### src/rtl/adder_arbiter.sv
// Round-robin arbiter sharing one WIDTH-bit adder between NREQ requesters.
// Result is registered one deep and tagged with the winning requester id.
module adder_arbiter #(
    parameter  int NREQ  = 4,
    parameter  int WIDTH = 32,
    localparam int IDW   = (NREQ > 1) ? $clog2(NREQ) : 1
) (
    input  logic                  clk,
    input  logic                  reset_n,
    input  logic [NREQ-1:0]       req_valid,
    input  logic [NREQ*WIDTH-1:0] req_a,
    input  logic [NREQ*WIDTH-1:0] req_b,
    output logic [NREQ-1:0]       req_ready,
    output logic                  rsp_valid,
    input  logic                  rsp_ready,
    output logic [IDW-1:0]        rsp_id,
    output logic [WIDTH-1:0]      rsp_sum,
    output logic                  rsp_carry
);

    logic [IDW-1:0]   rr_ptr;
    logic             can_acc;
    logic             found;
    logic [IDW-1:0]   gid;
    logic [WIDTH-1:0] a_sel;
    logic [WIDTH-1:0] b_sel;
    logic [WIDTH:0]   sum_w;

    // Rotate so the scan always starts at bit 0, then map back to an index.
    function automatic logic [IDW:0] rr_pick(
        input logic [NREQ-1:0] v,
        input logic [IDW-1:0]  ptr
    );
        logic [2*NREQ-1:0] dbl;
        logic [IDW:0]      r;
        logic [IDW:0]      t;
        dbl = {v, v} >> ptr;
        r   = '0;
        for (int k = NREQ - 1; k >= 0; k--) begin
            if (dbl[k]) begin
                t = {1'b0, ptr} + (IDW+1)'(k);
                if (t >= (IDW+1)'(NREQ)) begin
                    t = t - (IDW+1)'(NREQ);
                end
                r = {1'b1, t[IDW-1:0]};
            end
        end
        return r;
    endfunction

    assign can_acc = !rsp_valid || rsp_ready;

    always_comb begin
        found = 1'b0;
        gid   = '0;
        if (can_acc) begin
            {found, gid} = rr_pick(req_valid, rr_ptr);
        end
    end

    assign req_ready = found ? (NREQ'(1) << gid) : '0;

    always_comb begin
        a_sel = '0;
        b_sel = '0;
        for (int i = 0; i < NREQ; i++) begin
            if (gid == IDW'(i)) begin
                a_sel = req_a[i*WIDTH +: WIDTH];
                b_sel = req_b[i*WIDTH +: WIDTH];
            end
        end
    end

    assign sum_w = {1'b0, a_sel} + {1'b0, b_sel};

    always_ff @(posedge clk or negedge reset_n) begin
        if (!reset_n) begin
            rsp_valid <= 1'b0;
            rsp_id    <= '0;
            rsp_sum   <= '0;
            rsp_carry <= 1'b0;
            rr_ptr    <= '0;
        end else if (found) begin
            {rsp_carry, rsp_sum} <= sum_w;
            rsp_id    <= gid;
            rsp_valid <= 1'b1;
            rr_ptr    <= (gid == IDW'(NREQ - 1)) ? '0 : gid + 1'b1;
        end else if (rsp_ready) begin
            rsp_valid <= 1'b0;
        end
    end

endmodule

### config.mk
export PLATFORM = sky130hd
export DESIGN_NAME = adder_arbiter
export DESIGN_NICKNAME = d
export VERILOG_FILES = /design/src/rtl/adder_arbiter.sv
export SDC_FILE = /design/constraint.sdc
export NUM_CORES = 1
export LEC_CHECK = 0
export BUFFER_PORTS_ARGS = -buffer_cell sky130_fd_sc_hd__buf_2
export CORE_AREA = 2 2 116 118
export DETAILED_ROUTE_END_ITERATION = 12
export DIE_AREA = 0 0 118 120
export MAX_ROUTING_LAYER = met4
export PLACE_DENSITY_LB_ADDON = 0.08
export SYNTH_ARGS = -nofsm -noshare
export SYNTH_HDL_FRONTEND = slang
export SYNTH_SLANG_ARGS = --single-unit
### constraint.sdc
create_clock -name clk -period 5.25 [get_ports clk]
set_clock_uncertainty 0.2 [all_clocks]
set_input_delay 0.7875 -clock clk [delete_from_list [all_inputs] [get_ports clk]]
set_output_delay 0.7875 -clock clk [all_outputs]
set_load 0.005 [all_outputs]
======== Word level (Yosys, flattened, before mapping) ========
Index checks and enable logic that the tools add are counted.
storage, ports and cells
  output and inout port bits .............. 40
  bits in registers ....................... 38
operators by class
  muxes and demuxes ....................... 22
  shifts and indexed selects .............. 2
  reductions and logical operators ........ 4
  equality and inequality tests ........... 3
  magnitude comparators ................... 4
  $add $sub $neg .......................... 9
operator list
  cell                                                 number
  2-to-1 mux 32 bit                                    8
  adder 32 x 32 -> 33 bit                              1
  2-to-1 mux 2 bit                                     6
  2-to-1 mux 3 bit                                     4
  >= comparator 3 bit, second input constant           3
  right shift 8 x 2 -> 4 bit                           1
  subtractor 2 x 1 -> 2 bit, second input constant     4
  adder 2 x 2 -> 3 bit, second input constant          2
  == test 2 bit, second input constant                 2
  2-to-1 mux 4 bit                                     1
  << shifter 1 x 2 -> 4 bit, first input constant      1
  adder 2 x 1 -> 3 bit, second input constant          1
  >= comparator 2 x 3 -> 1 bit, second input constant  1
  2-to-1 mux 1 bit                                     3
  adder 2 x 1 -> 2 bit, second input constant          1
  == test 2 x 1 -> 1 bit, second input constant        1
  logical NOT 2 bit                                    1
  nonzero test 2 bit                                   1
  logical NOT 1 bit                                    1
  logical OR 1 bit                                     1

======== Depth between registers and ports, before layout ========
  depth in word-level cells ............... 14
  gate-level depth with buffers ........... 24
  depth with buffers taken out ............ 22

======== Least setup slack after synthesis ========
OpenSTA, ideal clock, no wires.
  path type ............................... input -> register
  start point ............................. input port req_valid[0]
  end point ............................... register rsp_sum[30]
  buffers on the path ..................... 3
  data required time ...................... 4,921 ps
  stages .................................. 22
  setup slack ............................. 516 ps
  arrival time ............................ 4,405 ps
  setup time .............................. 129 ps
  cells stage by stage .................... inv_1 > nor2_1 > a21oi_1 > nor2_1 > a211oi_1 > ha_1 > clkbuf_1 > clkbuf_1 > nor2_1 > a21oi_1 > nor2_1 > a21oi_1 > o21ai_0 > ha_1 > buf_2 > a21o_1 > a311o_1 > a211o_1 > a31o_2 > a211oi_2 > or4_1 > nand3_1
on the way
  longest elaborated chain between the ends .. 12
  elaborated cells between the ends (all ways) .. 20
ends and longest elaborated chain
  what                             RTL line  text
  start, declared                  10        input logic [NREQ-1:0] req_valid,
  right shift 8 x 2 -> 4 bit *     37        dbl = {v, v} >> ptr;
  2-to-1 mux 3 bit (3 in series)   40        if (dbl[k]) begin
  2-to-1 mux 3 bit *               40
  2-to-1 mux 2 bit *               56        if (can_acc) begin
  named net gid[0]                 24        logic [IDW-1:0] gid;
  logical NOT 2 bit                67        if (gid == IDW'(i)) begin
  2-to-1 mux 32 bit (4 in series)  67
  adder 32 x 32 -> 33 bit *        74        assign sum_w = {1'b0, a_sel} + {1'b0, b_sel};
  end signal, assigned             84        {rsp_carry, rsp_sum} <= sum_w;
  end, declared                    17        output logic [WIDTH-1:0] rsp_sum,
Mark *: on every way through the listed nets, which the timed path passes. The rest lies on a longest branch.
A chain may end at the register's enable or synchronous reset.

======== Worst setup path in the final report ========
Ends and elaborated chain as after synthesis.

==> metrics.md <==
| Metric | Value |
|---|---|
| EDFF count, synth | 0 |
| Clock sinks | 38 |
| TNS Setup | 0 ns |
| DR vias | 7256 |
| Sw Pwr | 1584 uW |
| VDD IR-drop max | 167.9 uV |
| PortBufs | 302 |
| Reg-to-reg endpoint | rsp_sum[30] |
| Initial antenna violation count | 4 |
| Syn Area/Cell | 6.004 sq um |
| Post-cts sizing count | 0 |
| Sw Share | 48.90% |
| Remaining antenna violation count | 0 |
| Main synth FF type | dfrtp_1 |
| Ports | 303 |
| Min Tclk post-route | 4.789 ns |
| Total power | 3238 uW |
| Status | finished, final reports clean |
| Skew-Pair Late Insertion Delay | 0.28 ns |
| GP Congestion | 1.035 |
| Root buffer cell | clkbuf_16 |
| Slew Limit Headroom | 41.41% |
| Gate Count Post-Synth | 919 |
| Hold EP | rsp_sum[2] |
| Most frequent cells in the layout | buf_2, nand2_1, a21oi_1, nor2_1, o21ai_0 |
| Final design area excluding fillers | 7574 sq um |
| Largest family of logic cells by synthesized area | compound AO/OA/AOI/OAI gates |
| Synthesized Nets | 1219 |
| Required time of the critical path | 5.27 ns |
| YS warnings | 0 |
| CTS buffer count | 5 |
| Synth Area in Simple Gates | 29.50% |
| Setup repair bufs after CTS | 0 |
| Post-DP HPWL | 18190 microns |
| CORE AREA | 12980 sq um |
| Period utilization | 91.22% |
| Max cap viols | 0 |
| Hold Crit Depth | 2 |
| Net count reported at finish | 1495 |
| Compound-gate portion of the synthesized area | 36.01% |
| Largest net degree at the start of global routing | 48 |
| Initial Util | 42.51% |
| Hold crit path type | flop to flop |
| Mux contribution to synthesized area | 0.3855% |
| Bufs and invs on worst path | 4 |
| # setup viols final | 0 |
| Critical path launch point type | input port |
| Endpoint class of the critical path | flop |
| Grt total ovfl | 0 |
| CP dominant cell by count | nor2_1 |
| Clk buf depth | 2 |
| Worst path top cell family by delay | simple AND/OR/NAND/NOR gates |
| Commonest non-fill, non-tap cell in the layout | buf_2 |
| Hold buffer count at CTS | 0 |
| Drt initial violations | 455 |
| Wl on met1 | 9757 microns |
| Die Span Y | 120 microns |
| CP max-delay cell | or4_1 |
| DIE AREA | 14160 sq um |
| Internal power | 1655 uW |
| Post-synth top area share | 17.23% |
| Cells on worst reg2reg path | 21 |
| Adder-cell area share of the yosys netlist | 8.526% |
| Slew @ Worst Pin | 0.8789 ns |
| Reg area | 950.9 sq um |
| Area Growth Syn to Fin | 37.26% |
| DR WL/cell | 15.86 microns |
| Clock slew seen by the registers of the worst setup and hold paths | 0.06 ns |
| Vias per std cell | 5.273 |
| Pwr dens | 427.6 nW/um^2 |
| Multi-input gate area | 4319 sq um |
| Crit path max fanout | 12 |
| Critical path depth | 23 |
| Slew Viols, Final | 0 |
| Cell Area, Synth | 5518 sq um |
| Sequential share of power | 15.4% |
| Synth area leaders | dfrtp_1, a21oi_1, nand2_1, nor2_1, o21ai_0 |
| First-pass DRT Iterations | 4 |
| Worst Path Arrival | 4.81 ns |
| CP cell instances | buf_2 -> inv_1 -> nor2_1 -> a21oi_1 -> nor2_1 -> a211oi_1 -> inv_1 -> ha_2 -> buf_4 -> nand2_1 -> nor2_1 -> a21oi_1 -> nor2_1 -> a21oi_1 -> o21ai_0 -> ha_1 -> and2_1 -> and4_2 -> o21ai_2 -> a2111oi_4 -> a211oi_2 -> or4_1 -> nand3_1 |
| Comb power frac | 72.0% |
| Max layer used | met4 |
| Placed cell area | 7355 sq um |
| CP Class | input port to flop |
| Gr usage total | 30.88% |
| #FFs+latches synth | 38 |
| XOR/XNOR share of the synthesized area | 2.857% |
| # rows | 42 |
| Hold path start | rsp_sum[2] |
| Met2 routed wirelength | 9805 microns |
| FMAX | 208.8 MHz |
| LEAKAGE | 0.003876 uW |
| # DRC | 0 |
| CTS H-Tree Depth | 2 |
| Share of cells above drive strength 1 | 30.52% |
| Seq/Total Area, Yosys | 17.23% |
| DRT Wirelength | 21820 microns |
| Clock share of power | 12.6% |
| Post-synthesis async set-or-reset flop share | 100.0% |
| Reg2Reg Launch Point | rr_ptr[0] |
| Final Hold Viols | 0 |
| Met3 wire length | 1491 microns |
| TritonCTS clock tree | built |
| Die X | 118 microns |
| Global-route wire length before repair | 34000 microns |
| Distinct cells, synth | 57 |
| Vias in the first global route | 6805 |
| Worst path max stage delay | 0.49 ns |
| Fill count | 1366 |
| RSZ-0062 raised after global routing | no |
| R2R setup slack | 0.75 ns |
| Dominant cell type by area after synthesis | dfrtp_1 |
[how the worst max path moves through the flow]
| stage | from | to | slack (ns) |
|---|---|---|---|
| final | req_valid[0] | rsp_sum[30] | 0.46 |
| after global routing | req_valid[1] | rsp_sum[21] | 0.06 |
| after CTS | req_valid[0] | rsp_sum[31] | 0.50 |
| after detailed placement | req_valid[0] | rsp_sum[28] | 0.21 |
| after global placement | req_valid[0] | rsp_sum[31] | 0.27 |
| after floorplan | req_valid[0] | rsp_sum[30] | 0.52 |
[Yosys cell counts (3+ instances only)]
cell and count:
nand2_1 199, a21oi_1 160, nor2_1 154, o21ai_0 99, clkbuf_1 54, dfrtp_1 38
ha_1 36, a21o_1 16, nand3_1 14, inv_1 12, xor2_1 12, a211oi_1 11
a31oi_1 8, buf_1 8, and2_1 7, o21a_1 7, o211ai_1 6, xnor2_1 6
buf_2 5, nor3_1 5, o31ai_1 5, and3_1 4, nand2b_1 3, o211a_1 3
o21bai_1 3, or4_1 3
[per-layer routing]
| layer | track usage, % | vias to the layer above |
|---|---|---|
| li1 | - | 3755 |
| met1 | 41.28 | 3151 |
| met2 | 47.67 | 305 |
| met3 | 3.612 | 45 |
| met4 | 12.58 | 0 |
| met5 | - | - |
[cells by family after synthesis]
family / after synthesis
xor+xnor: 18
compound gates: 343
fa+ha+maj: 37
simple gates: 402
buf+inv: 79
flops: 38
mux: 2
[metrics by stage]
stage | cells | hold slack [ns] | util [%] | setup WS, ns
finish | 1376 | 0.2729 | 58.35 | 0.4608
global placement | 1364 | 0.2543 | 56.66 | 0.2660
detailed placement | 1364 | 0.2601 | 56.66 | 0.2140
global route | 1376 | 0.2869 | 58.35 | 0.05804
floorplan | 919 | 0.2673 | - | 0.5160
CTS | 1372 | 0.2793 | 58.19 | 0.4981
[cell type report]
class,instances,area share [%]
Timing Repair Buffer,336,24.15
Tap cell,176,2.908
Sequential cell,38,12.56
Multi-Input combinational cell,802,57.03
Clock buffer,6,1.834
Clock inverter,2,0.7930
Antenna cell,4,0.1322
Inverter,12,0.5947
[sequential cells by signal, indices dropped and copies added, names as in the netlist]
signal / flops
rsp_valid: 1
rsp_sum: 32
rsp_carry: 1
rsp_id: 2
rr_ptr: 2
[worst reg2reg max path, cell delays in order, from the launching register on]
cell and delay, ns:
dfrtp_1 0.37, nor2_1 0.07, a21oi_1 0.12, nor2_1 0.06, a211oi_1 0.28, inv_1 0.15, ha_2 0.32, buf_4 0.22
nand2_1 0.08, nor2_1 0.04, a21oi_1 0.14, nor2_1 0.05, a21oi_1 0.20, o21ai_0 0.12, ha_1 0.42, and2_1 0.27
and4_2 0.26, o21ai_2 0.10, a2111oi_4 0.33, a211oi_2 0.07, or4_1 0.49, nand3_1 0.08
[power groups by stage]
| stage | Sequential (uW) | Combinational (uW) | Clock, uW |
|---|---|---|---|
| after floorplan | 509 | 1490 | 0 |
| after global placement | 500 | 2260 | 0 |
| after detailed placement | 504 | 2280 | 0 |
| after CTS | 500 | 2300 | 413 |
| after global routing | 519 | 2580 | 428 |
| final | 499 | 2330 | 407 |
Power figures use the tool's default switching activity.
